[config.mk]
export PLATFORM = sky130hd
export DESIGN_NAME = result_fifo_reader
export DESIGN_NICKNAME = d
export VERILOG_FILES = /design/src/rtl/result_fifo_reader_pkg.sv /design/src/rtl/result_fifo_reader_skid.sv /design/src/rtl/result_fifo_reader.sv
export SDC_FILE = /design/constraint.sdc
export NUM_CORES = 1
export LEC_CHECK = 0
export ABC_AREA = 1
export CAP_MARGIN = 40
export CORE_ASPECT_RATIO = 0.5
export CORE_MARGIN = 4
export CORE_UTILIZATION = 40
export CTS_CLUSTER_DIAMETER = 80
export DETAILED_ROUTE_END_ITERATION = 7
export PLACE_DENSITY_LB_ADDON = 0.12
export REMOVE_ABC_BUFFERS = 1
export SYNTH_ARGS = -nofsm -noshare
export SYNTH_HDL_FRONTEND = slang
export SYNTH_SLANG_ARGS = --single-unit
[constraint.sdc]
create_clock -name clk -period 3.1 [get_ports clk]
set_input_delay 0.31 -clock clk [delete_from_list [all_inputs] [get_ports clk]]
set_output_delay 0.31 -clock clk [all_outputs]
set_load 0.005 [all_outputs]
[src/rtl/result_fifo_reader_pkg.sv]
// Shared types and constants for the host-side result FIFO read engine.
package result_fifo_reader_pkg;
  localparam int FIFO_WIDTH        = 32;
  localparam int MAX_RESULT_FIFOS  = 8;
  localparam int RESULT_FIFO_IDX_W = $clog2(MAX_RESULT_FIFOS);
  localparam int COUNT_W           = 16;
  localparam int HDR_RSVD_W        = FIFO_WIDTH - COUNT_W - RESULT_FIFO_IDX_W - 1;

  localparam logic RESULT_RESULTS_SEL = 1'b0;
  localparam logic PERF_RESULTS_SEL   = 1'b1;

  localparam logic [RESULT_FIFO_IDX_W-1:0] A_RESULTS_SEL    = 3'd0;
  localparam logic [RESULT_FIFO_IDX_W-1:0] C_RESULTS_SEL    = 3'd2;
  localparam logic [RESULT_FIFO_IDX_W-1:0] GEMM_RESULTS_SEL = 3'd3;

  typedef enum logic [1:0] {S_IDLE, S_HEADER, S_STREAM, S_DRAIN} rd_state_e;

  typedef struct packed {
    logic [COUNT_W-1:0]           words;
    logic [HDR_RSVD_W-1:0]        rsvd;
    logic [RESULT_FIFO_IDX_W-1:0] fifo;
    logic                         sel;
  } rd_hdr_t;

  // An error header reuses the top bit of the words field and reports zero words.
  function automatic rd_hdr_t make_header(input logic err,
                                          input logic [COUNT_W-1:0] words,
                                          input logic [RESULT_FIFO_IDX_W-1:0] fifo,
                                          input logic sel);
    rd_hdr_t h;
    h.words = err ? {1'b1, {(COUNT_W-1){1'b0}}} : words;
    h.rsvd  = '0;
    h.fifo  = fifo;
    h.sel   = sel;
    return h;
  endfunction
endpackage

[src/rtl/result_fifo_reader_skid.sv]
// Two-entry skid buffer; entry 0 is always the head presented downstream.
module rxtx_skid_buffer #(
  parameter int W = 33
) (
  input  logic         clk,
  input  logic         reset,
  input  logic         in_valid,
  input  logic [W-1:0] in_data,
  output logic         out_valid,
  output logic [W-1:0] out_data,
  input  logic         out_ready,
  output logic [1:0]   count
);
  logic [W-1:0] e0, e1;
  logic [1:0]   cnt;
  logic         push, pop;

  assign push      = in_valid && (cnt != 2'd2);
  assign pop       = out_valid && out_ready;
  assign out_valid = (cnt != 2'd0);
  assign out_data  = e0;
  assign count     = cnt;

  always_ff @(posedge clk) begin
    if (reset) begin
      e0  <= '0;
      e1  <= '0;
      cnt <= 2'd0;
    end else begin
      case ({push, pop})
        2'b10: begin
          if (cnt == 2'd0) e0 <= in_data;
          else             e1 <= in_data;
          cnt <= cnt + 2'd1;
        end
        2'b01: begin
          e0  <= e1;
          e1  <= '0;
          cnt <= cnt - 2'd1;
        end
        2'b11: begin
          if (cnt == 2'd1) e0 <= in_data;
          else begin
            e0 <= e1;
            e1 <= in_data;
          end
        end
        default: ;
      endcase
    end
  end
endmodule

[src/rtl/result_fifo_reader.sv]
// Read engine: header word then N words popped from a result/perf FIFO onto the tx stream.
module result_fifo_reader
  import result_fifo_reader_pkg::*;
#(
  parameter int TOTAL_RESULT_FIFOS = MAX_RESULT_FIFOS
) (
  input  logic                                         clk,
  input  logic                                         reset,
  input  logic                                         req_valid,
  output logic                                         req_ready,
  input  logic                                         req_results_sel,
  input  logic [RESULT_FIFO_IDX_W-1:0]                 req_fifo,
  input  logic [COUNT_W-1:0]                           req_words,
  output logic [TOTAL_RESULT_FIFOS-1:0]                fifo_rdreq,
  input  logic [TOTAL_RESULT_FIFOS-1:0][FIFO_WIDTH-1:0] fifo_q,
  input  logic [TOTAL_RESULT_FIFOS-1:0]                fifo_empty,
  output logic                                         perf_rdreq,
  input  logic [FIFO_WIDTH-1:0]                        perf_q,
  input  logic                                         perf_empty,
  output logic                                         tx_valid,
  input  logic                                         tx_ready,
  output logic [FIFO_WIDTH-1:0]                        tx_data,
  output logic                                         tx_last
);
  localparam int BANK_W = (TOTAL_RESULT_FIFOS > 1) ? $clog2(TOTAL_RESULT_FIFOS) : 1;

  rd_state_e                    state, state_n;
  logic                         sel_l, err_l;
  logic [RESULT_FIFO_IDX_W-1:0] fifo_l;
  logic [COUNT_W-1:0]           words_l, issued;
  logic [COUNT_W:0]             issued_inc;
  logic                         pop, pop_d, last_d;
  logic                         req_err;
  logic [BANK_W-1:0]            bank;
  logic                         src_empty;
  logic [FIFO_WIDTH-1:0]        src_q;
  logic                         from_skid, deq, room, pop_window;
  logic                         skid_valid;
  logic [FIFO_WIDTH:0]          skid_data;
  logic [1:0]                   skid_cnt;
  logic [2:0]                   occ_ahead;
  rd_hdr_t                      hdr;

  assign req_err    = (req_results_sel == RESULT_RESULTS_SEL) &&
                      (int'(req_fifo) >= TOTAL_RESULT_FIFOS);
  assign bank       = fifo_l[BANK_W-1:0];
  assign src_empty  = sel_l ? perf_empty : fifo_empty[bank];
  assign src_q      = sel_l ? perf_q : fifo_q[bank];
  assign issued_inc = {1'b0, issued} + {{COUNT_W{1'b0}}, 1'b1};
  assign hdr        = make_header(err_l, words_l, fifo_l, sel_l);

  // Space check counts the pop already in flight and credits a word leaving this cycle.
  assign from_skid  = (state == S_STREAM) || (state == S_DRAIN);
  assign deq        = from_skid && skid_valid && tx_ready;
  assign occ_ahead  = {1'b0, skid_cnt} + {2'b0, pop_d};
  assign room       = occ_ahead < (3'd2 + {2'b0, deq});
  // Popping while the header is being accepted hides one cycle of FIFO latency.
  assign pop_window = (state == S_STREAM) || ((state == S_HEADER) && tx_ready);
  assign pop        = pop_window && (issued < words_l) && !src_empty && room;

  always_comb begin
    fifo_rdreq = '0;
    for (int i = 0; i < TOTAL_RESULT_FIFOS; i++)
      fifo_rdreq[i] = pop && (sel_l == RESULT_RESULTS_SEL) && (int'(fifo_l) == i);
  end
  assign perf_rdreq = pop && (sel_l == PERF_RESULTS_SEL);

  rxtx_skid_buffer #(.W(FIFO_WIDTH + 1)) u_skid (
    .clk       (clk),
    .reset     (reset),
    .in_valid  (pop_d),
    .in_data   ({last_d, src_q}),
    .out_valid (skid_valid),
    .out_data  (skid_data),
    .out_ready (from_skid && tx_ready),
    .count     (skid_cnt)
  );

  always_ff @(posedge clk) begin
    if (reset) begin
      state   <= S_IDLE;
      sel_l   <= 1'b0;
      err_l   <= 1'b0;
      fifo_l  <= '0;
      words_l <= '0;
      issued  <= '0;
      pop_d   <= 1'b0;
      last_d  <= 1'b0;
    end else begin
      state  <= state_n;
      pop_d  <= pop;
      last_d <= pop && (issued_inc == {1'b0, words_l});
      if (state == S_IDLE && req_valid) begin
        sel_l   <= req_results_sel;
        err_l   <= req_err;
        fifo_l  <= req_results_sel ? '0 : req_fifo;
        words_l <= req_err ? '0 : req_words;
        issued  <= '0;
      end else if (pop) begin
        issued <= issued_inc[COUNT_W-1:0];
      end
    end
  end

  always_comb begin
    state_n   = state;
    req_ready = 1'b0;
    tx_valid  = 1'b0;
    tx_data   = '0;
    tx_last   = 1'b0;
    case (state)
      S_IDLE: begin
        req_ready = 1'b1;
        if (req_valid) state_n = S_HEADER;
      end
      S_HEADER: begin
        tx_valid = 1'b1;
        tx_data  = hdr;
        tx_last  = (words_l == '0);
        if (tx_ready) state_n = (words_l == '0) ? S_IDLE : S_STREAM;
      end
      S_STREAM, S_DRAIN: begin
        tx_valid = skid_valid;
        if (skid_valid) {tx_last, tx_data} = skid_data;
        if (state == S_STREAM && issued == words_l) state_n = S_DRAIN;
        if (state == S_DRAIN && skid_valid && tx_ready && skid_data[FIFO_WIDTH])
          state_n = S_IDLE;
      end
      default: state_n = S_IDLE;
    endcase
  end
endmodule

# Word-level counts from Yosys, hierarchy flattened

Index checks and enable logic that the tools add are counted.

Output and inout bits: 44
Logic and storage cells: 108
Bits in registers: 108
Bits of input ports: 321

Order comparisons: 3
$add $sub $neg: 5
Mux-type cells: 26
Equality and inequality tests: 23
Bitwise operators: 1
Reductions and logical operators: 40

Operators by type and width:

| operator                                                                     | number |
|---|---|
| 33-bit case mux with 3 select lines                                          | 2 |
| 33-bit two-way mux                                                           | 4 |
| 32-bit binary-select mux with 3-bit select                                   | 1 |
| 32-bit two-way mux                                                           | 3 |
| 32-bit case mux with 2 select lines                                          | 1 |
| 1-bit logical AND                                                            | 25 |
| 16-bit by 1-bit adder with 17-bit output, second input constant              | 1 |
| 17-bit by 16-bit equality test with 1-bit output                             | 1 |
| 16-bit equality test                                                         | 1 |
| 16-bit logical NOT                                                           | 1 |
| 16-bit less-than comparator                                                  | 1 |
| 3-bit equality test, second input constant                                   | 4 |
| 2-bit two-way mux                                                            | 5 |
| 2-bit inequality test, second input constant                                 | 5 |
| 2-bit equality test, second input constant                                   | 4 |
| 2-bit by 1-bit equality test with 1-bit output, second input constant        | 3 |
| 3-bit by 2-bit equality test with 1-bit output, second input constant        | 2 |
| 2-bit case mux with 3 select lines                                           | 1 |
| 3-bit AND reduction                                                          | 2 |
| 2-bit logical NOT                                                            | 2 |
| 3-bit by 4-bit less-than comparator with 1-bit output, second input constant | 1 |
| 1-bit two-way mux                                                            | 4 |
| 1-bit case mux with 2 select lines                                           | 2 |
| 2-bit case mux with 2 select lines                                           | 1 |
| 18 further kinds                                                             | 21 |

# Depth between registers and ports, before layout

Gate-level depths: netlist (run 1).

Word-level depth: 9
Depth in mapped cells: 15
Gate-level depth less buffers: 14

# By module

From an unflattened synthesis (run 1), not the netlist that was laid out.

Cells, all modules: 1612
Area total of the unflattened synthesis: 8988.6 um^2

Modules (own cells, without submodules):

| module             | times used | area an instance (um^2) | seq. area each (um^2) | cells each |
|---|---|---|---|---|
| result_fifo_reader | 1          | 5163.7                  | 800.8                 | 967 |
| rxtx_skid_buffer   | 1          | 3824.9                  | 1361.3                | 645 |

# Worst setup path before layout (run 1)

OpenSTA, ideal clock, no wires.

Kind: flip-flop to flip-flop
Start point: register u_skid.cnt[0], in the netlist u_skid.count[0]
End point: register u_skid.e1[13]
Buffers on the path: 2
Stages on the path, launching flop included: 12
Slack: 0.980 ns
Required time: 3.030 ns
Arrival: 2.049 ns
Library setup time: 0.070 ns
Period minus slack after synthesis: 2.120 ns
Cell sequence: dfxtp_1 > inv_1 > ha_1 > nor2_4 > inv_2 > ha_1 > a211o_1 > buf_2 > nor2_2 > clkbuf_1 > nand2_1 > a21oi_1

Word-level cells in the longest chain between the ends: 5
Elaborated cells on any way between the ends: 14
Classes of those cells: 7 x eq/ne; 1 x mux; 6 x reduce/logical

Ends and longest elaborated chain:

| element                                                                                      | RTL line                                                     | text |
|---|---|---|
| start: declaration                                                                           | result_fifo_reader_skid.sv:15                                | `logic [1:0] cnt;` |
| start signal: assignment                                                                     | result_fifo_reader_skid.sv:34                                | `cnt <= cnt + 2'd1;` |
| start signal: assignment                                                                     | result_fifo_reader_skid.sv:39                                | `cnt <= cnt - 2'd1;` |
| 2-bit inequality test / 2-bit nonzero test (equally long branches)                           | result_fifo_reader_skid.sv:18, result_fifo_reader_skid.sv:20 |  |
| 1-bit logical AND, on equally long branches                                                  | result_fifo_reader_skid.sv:18, result_fifo_reader_skid.sv:19 |  |
| 2-bit equality test / 2-bit by 1-bit equality test with 1-bit output (equally long branches) | result_fifo_reader_skid.sv:30                                | `case ({push, pop})` |
| 2-bit inequality test (no line) / 3-bit nonzero test (equally long branches)                 | -                                                            |  |
| 3-bit AND reduction (no line)                                                                | -                                                            |  |
| end signal: assignment                                                                       | result_fifo_reader_skid.sv:33                                | `else e1 <= in_data;` |
| end signal: assignment                                                                       | result_fifo_reader_skid.sv:45                                | `e1 <= in_data;` |
| end: declaration                                                                             | result_fifo_reader_skid.sv:14                                | `logic [W-1:0] e0, e1;` |

Several ways; a longest one is shown, not always the timed one.
A chain may end at the register's enable or synchronous reset.

# Worst setup path in the final report (run 1)

Start point: register words_l[15]
End point: output fifo_rdreq[0]

Word-level cells in the longest chain between the ends: 6

Ends and longest elaborated chain:

| element                         | RTL line                 | text |
|---|---|---|
| start: declaration              | result_fifo_reader.sv:30 | `logic [COUNT_W-1:0] words_l, issued;` |
| start signal: assignment        | result_fifo_reader.sv:97 | `words_l <= req_err ? '0 : req_words;` |
| 16-bit less-than comparator     | result_fifo_reader.sv:59 | `assign pop = pop_window && (issued < words_l) && !src_empty && room;` |
| 1-bit logical AND (3 in series) | result_fifo_reader.sv:59 |  |
| 1-bit logical AND (2 in series) | result_fifo_reader.sv:64 | `fifo_rdreq[i] = pop && (sel_l == RESULT_RESULTS_SEL) && (int'(fifo_l) == i);` |
| end: declaration                | result_fifo_reader.sv:14 | `output logic [TOTAL_RESULT_FIFOS-1:0] fifo_rdreq,` |

No other way between the ends.

==> impl_metrics.json, run 1 <==
{
  "num_vias": 9965,
  "hold_depth": 2,
  "p_switching_mw": 1.65,
  "dieArea_um2": 22100,
  "area_growth_pct": 52.9,
  "end_kind": "output pin",
  "yosysSeqAreaShare": 0.275,
  "hp-class": "in -> reg",
  "grt_use_total": 0.277,
  "fin_tns_setup_ns": 0,
  "slew_viol_final": 0,
  "max_stage_delay_ns": 0.55,
  "clock-sinks": 108,
  "ys_ff_latch": 108,
  "dr.first_iter.drc_count": 781,
  "dpl.cell_count": 1869,
  "antenna_found_initial": 0,
  "status": "complete, no violations",
  "initial_core_util": 0.417,
  "maxCapViolCount": 0,
  "path_cells": "inv_1 -> ha_1 -> nand2_1 -> nand3_1 -> nor2_1 -> nand3_1 -> nor2_1 -> nand3_2 -> inv_2 -> nand2_2 -> nor3_1 -> clkdlybuf4s50_1",
  "grt_pass1_vias": 9472,
  "path_class": "reg -> out",
  "setup_viol": 0,
  "final_util": 0.638,
  "viasPerCell": 5.29,
  "syn_inst": 1307,
  "wirelength_um": 32100,
  "gp_congestion": 0.906,
  "fp.dieH_um": 107,
  "root_buffer": "clkbuf_16",
  "firstDrtPassIters": 5,
  "timing.fmax_ghz": 0.331,
  "fin_crit_sh": 0.975,
  "fp-row-count": 35,
  "critPathLaunchType": "flip-flop",
  "finalCriticalPeriod_ns": 3.02,
  "design_area_um2": 12000,
  "cpMaxStageDelayCell": "clkdlybuf4s50_1",
  "routedWlPerCell_um": 17.0,
  "power_density_nw_per_um2": 389,
  "cp_max_fo": 8,
  "cts.reportedPaths.clkPinSlew_ns": 0.08,
  "intPower_mw": 3.03,
  "ir_worst_vdd_mv": 0.311,
  "p_clk_frac": 0.257,
  "layout-drive-gt1-share": 0.0394,
  "ant_nets": 0,
  "final_nets": 1969,
  "tightest_slew_ns": 0.795,
  "cts_inserted_buffers": 9,
  "maxSlewHeadroom": 0.469,
  "seqPwrFrac": 0.353,
  "ys_warn_count": 0,
  "grt_pass1_wl_um": 49500,
  "fp.coreArea_um2": 18800,
  "overflow": 0,
  "swShare": 0.352,
  "drc": 0,
  "cts_max_path_buffers": 2,
  "synth_area_um2": 7860,
  "synth.distinct_cells": 37,
  "finalHoldViolations": 0,
  "placed_cell_area_um2": 11700,
  "power_frac_comb": 0.389,
  "insertion_delay_ns": 0.35,
  "grt_max_degree": 48,
  "power.total_mw": 4.68,
  "pin_count": 365,
  "stdcell_count": 1885,
  "reg2reg_depth": 11,
  "cts_tree": "built",
  "worstPathArrival_ns": 2.71,
  "dp_hpwl_um": 24700,
  "postCtsHoldBufs": 0,
  "cp.required_ns": 2.79,
  "synth.avg_cell_area_um2": 6.01,
  "diodes": 0,
  "htreeDepth": 3,
  "leakage_nw": 4.45,
  "die_x_um": 206,
  "port_buffers": 364,
  "skew_ns": 0.00991
}
-- power groups by stage --
stage	clock, mW	combinational [mW]	sequential (mW)
6_report	1.20	1.82	1.65
2_1_floorplan	0	0.917	1.66
3_5_place_dp	0	1.81	1.68
4_1_cts	1.22	1.82	1.65
3_3_place_gp	0	1.78	1.67
5_1_grt	1.28	2.02	1.67
-- final timing paths --
check	start	to	slack (ns)
setup / recovery	words_l[15]	fifo_rdreq[0]	0.08
hold reg to reg	u_skid.e1[1]	u_skid.e1[1]	0.47
hold / removal	reset	state[0]	0.25
setup reg to reg	u_skid.count[0]	u_skid.e1[28]	0.78
-- logic make-up (layout without fill, tap and decap cells) --
logic type,Yosys count,after routing,share of synthesized area
buf+inv,204,523,0.105
simple gates,667,667,0.358
xor+xnor,6,6,0.00844
compound gates,296,296,0.211
fa+ha+maj,26,26,0.0414
flops,108,108,0.275
-- worst max-delay path: cells and delay by family, from the launching register on --
family | cells | cell delay [ns]
buffers and inverters | 3 | 0.74
adders and majority gates | 1 | 0.32
DFF | 1 | 0.34
and+or+nand+nor | 8 | 0.98
-- per-layer routing --
metal,GRT usage,wire (um)
met1,0.372,13900
met3,0.0357,1790
met4,0.0631,587
met2,0.476,15800
met5,0,0
-- stage by stage --
stage               setup slack [ns]  hold slack (ns)
floorplan                     -0.171            0.379
global placement               0.325            0.452
detailed placement             0.267            0.455
CTS                           0.0730            0.253
global route                 -0.0195            0.258
finish                        0.0763            0.251
-- state kept, by name, summed over array words and instances (netlist names) --
name,flops
words_l,16
state,2
u_skid.count,2
last_d,1
issued,16
bank,3
sel_l,1
u_skid.e1,33
u_skid.out_data,33
pop_d,1
-- cell type report --
class                      count  area (um2)
fill                        1763        6820
multi-input combinational    995        4910
timing repair buffer         390        3870
sequential                   108        2160
inverter                     118         443
tap                          259         324
clock buffer                  10         239
clock inverter                 5        67.6
-- synthesized netlist by cell type --
cell,number,area share
o21ai_0,112,0.071
a21o_1,1,0.00096
buf_6,2,0.0029
nor4_1,1,0.00080
inv_2,6,0.0029
ha_1,26,0.041
or2_1,1,0.00080
o21ai_1,9,0.0057
buf_4,5,0.0048
nand3_2,1,0.0013
buf_1,6,0.0029
nor3_2,1,0.0013
nor2_1,86,0.041
dfxtp_1,108,0.28
xor2_1,4,0.0045
a211o_1,1,0.0011
nand3_1,60,0.038
a211oi_1,2,0.0019
a22oi_1,47,0.045
inv_1,112,0.054
nand4_1,72,0.057
a31o_2,1,0.0011
xnor2_1,1,0.0011
nor2_4,1,0.0014
nor3_1,11,0.0070
nand3b_1,1,0.00096
and3_1,1,0.00080
buf_2,22,0.014
a21oi_1,105,0.067
xnor3_1,1,0.0029
o22ai_1,1,0.00080
clkbuf_1,51,0.024
nand2_2,1,0.00080
o211ai_1,14,0.013
nor2_2,3,0.0024
o221ai_1,3,0.0033
nand2_1,427,0.20
-- placed cells by master, fill, tap and decap left out, types with 4 or more instances in the layout --
master,n
o211ai_1,14
o21ai_1,9
clkbuf_16,9
o21ai_0,111
a21oi_1,105
nand2_1,426
nor2_4,4
inv_2,6
nand3_1,60
nor3_1,9
xor2_1,4
buf_4,23
clkdlybuf4s50_1,363
nor2_1,83
inv_1,112
nand4_1,72
dfxtp_1,107
ha_1,26
a22oi_1,47
-- what timing repair did --
item	in CTS	in global routing
buffers inserted	0	1
resized for setup	0	2
setup endpoints to repair	0	8
(Power assumes the default switching activity.)
==> run 2, diff against run 1 <==
--- a/config.mk
+++ b/config.mk
@@ -8,7 +8,6 @@
 export ABC_AREA = 1
 export CAP_MARGIN = 40
 export CORE_ASPECT_RATIO = 0.5
-export CORE_MARGIN = 4
 export CORE_UTILIZATION = 40
 export CTS_CLUSTER_DIAMETER = 80
 export DETAILED_ROUTE_END_ITERATION = 7
==> impl_metrics.json, run 2 (synthesized netlist as in run 1, its figures left out) <==
{
  "p_switching_mw": 1.65,
  "reg2reg_depth": 9,
  "dpl.cell_count": 1871,
  "stdcell_count": 1889,
  "timing.fmax_ghz": 0.331,
  "setup_viol": 0,
  "power_density_nw_per_um2": 382,
  "grt_pass1_wl_um": 49200,
  "cp-startpoint": "words_l[13]",
  "path_class": "reg -> out",
  "die_x_um": 200,
  "final_common_cell": "nand2_1",
  "cts_max_path_buffers": 2,
  "fin_tns_setup_ns": 0,
  "fp-row-count": 35,
  "rr_endpoint": "u_skid.e1[22]",
  "swShare": 0.360,
  "final_cell_mix": "nand2_1, clkdlybuf4s50_1, inv_1, o21ai_0, dfxtp_1",
  "cpMaxStageDelayCell": "clkdlybuf4s50_1",
  "wirelength_um": 31800,
  "r2r_slack_ns": 0.60,
  "crit_cells": 12,
  "critical_path.reg2reg.startpoint": "bank[1]",
  "overflow": 0,
  "ir_worst_vdd_mv": 0.277,
  "hp-class": "in -> reg",
  "antenna_found_initial": 0,
  "final_nets": 1971,
  "path_cells": "inv_1 -> ha_1 -> nand2_1 -> a21oi_1 -> nor2_1 -> nand3_1 -> nor2_2 -> nand3_2 -> inv_2 -> nand2_2 -> nor3_1 -> clkdlybuf4s50_1",
  "viasPerCell": 5.35,
  "skew_ns": 0.0112,
  "htreeDepth": 3,
  "maxSlewHeadroom": 0.458,
  "critPathTopFamily": "simple AND/OR/NAND/NOR gates",
  "root_buffer": "clkbuf_16",
  "slew_viol_final": 0,
  "gp_congestion": 0.957,
  "finalCriticalPeriod_ns": 3.02,
  "grt_max_degree": 67,
  "power_frac_comb": 0.404,
  "p_clk_frac": 0.236,
  "multi_input_area_um2": 4920,
  "critical_path_buf_inv_count": 3,
  "leakage_nw": 4.42,
  "tightest_slew_ns": 0.813,
  "fp.dieH_um": 101,
  "power.total_mw": 4.59,
  "cp_max_fo": 8,
  "drc": 0,
  "cp.required_ns": 2.79,
  "pin_count": 365,
  "intPower_mw": 2.93,
  "clock-sinks": 108,
  "fp.coreArea_um2": 18800,
  "seq_area_um2": 2160,
  "design_area_um2": 12000,
  "status": "complete, no violations",
  "maxCapViolCount": 0,
  "finalHoldViolations": 0,
  "seqPwrFrac": 0.360,
  "placed_cell_area_um2": 11700,
  "fin_crit_sh": 0.975,
  "worstPathArrival_ns": 2.71,
  "initial_core_util": 0.417,
  "cts.reportedPaths.clkPinSlew_ns": 0.08,
  "insertion_delay_ns": 0.35,
  "routedWlPerCell_um": 16.9,
  "timing.hold.ws_ns": 0.240,
  "critPathLaunchType": "flip-flop",
  "dr.first_iter.drc_count": 774,
  "num_vias": 10100,
  "end_kind": "output pin",
  "cts_tree": "built",
  "dp_hpwl_um": 24100,
  "max_stage_delay_ns": 0.56,
  "grt_use_total": 0.304,
  "postCtsHoldBufs": 0,
  "grt_pass1_vias": 9581,
  "layout-drive-gt1-share": 0.0424,
  "ant_nets": 0,
  "firstDrtPassIters": 5,
  "cp-endpoint": "fifo_rdreq[2]",
  "area_growth_pct": 52.8,
  "num-fill-cells": 1776,
  "port_buffers": 364,
  "dieArea_um2": 20200,
  "cts_inserted_buffers": 9
}
[run 2: changes by cell type in the layout (fill, tap and decap cells not counted), sizes merged]
cell	previous run	this run
inv	121	118
clkbuf	10	11
bufinv	1	0
clkinv	1	2
diode	0	1
buf	27	29
clkinvlp	0	3
[run 2: worst min path at each step]
stage	startpoint	to	slack (ns)	cells past startpoint
3_3_place_gp	u_skid.e1[24]	u_skid.e1[24]	0.45	2
4_1_cts	reset	state[0]	0.22	2
3_5_place_dp	u_skid.e1[10]	u_skid.e1[10]	0.46	2
2_1_floorplan	reset	state[0]	0.38	1
6_report	reset	state[0]	0.24	2
5_1_grt	reset	sel_l	0.25	2
[run 2: cell type report]
| class | count | share of cell area |
|---|---|---|
| clock inverters | 5 | 0.00313 |
| multi-input cells | 995 | 0.410 |
| clock buffers | 11 | 0.0194 |
| flip-flops and latches | 108 | 0.180 |
| repair buffers | 392 | 0.323 |
| diodes | 1 | 0.000209 |
| inverters | 118 | 0.0372 |
| well taps | 259 | 0.0270 |
[run 2: power by group through the flow]
stage	logic, mW	clock network (mW)	registers, mW
after floorplan	0.917	0	1.66
after global placement	1.80	0	1.67
after detailed placement	1.83	0	1.68
after CTS	1.84	1.10	1.65
after global routing	2.05	1.16	1.67
final	1.85	1.08	1.65
[run 2: layer usage]
layer	routed length (um)	up-vias	track usage
met1	13600	4685	0.380
met4	790	0	0.0941
li1	-	4995	-
met5	0	-	0
met2	15500	362	0.545
met3	1940	64	0.0449
[run 2: repair_timing]
action | 4_1_cts | 5_1_grt
gates resized for setup | 0 | 7
buffers inserted | 0 | 1
setup endpoints to repair | 0 | 23
[run 2: metrics by stage]
| step | setup slack (ns) | util |
|---|---|---|
| finish | 0.0772 | 0.637 |
| detailed placement | 0.276 | 0.621 |
| global route | -0.0566 | 0.637 |
| CTS | 0.0357 | 0.635 |
| floorplan | -0.171 | - |
| global placement | 0.318 | 0.621 |
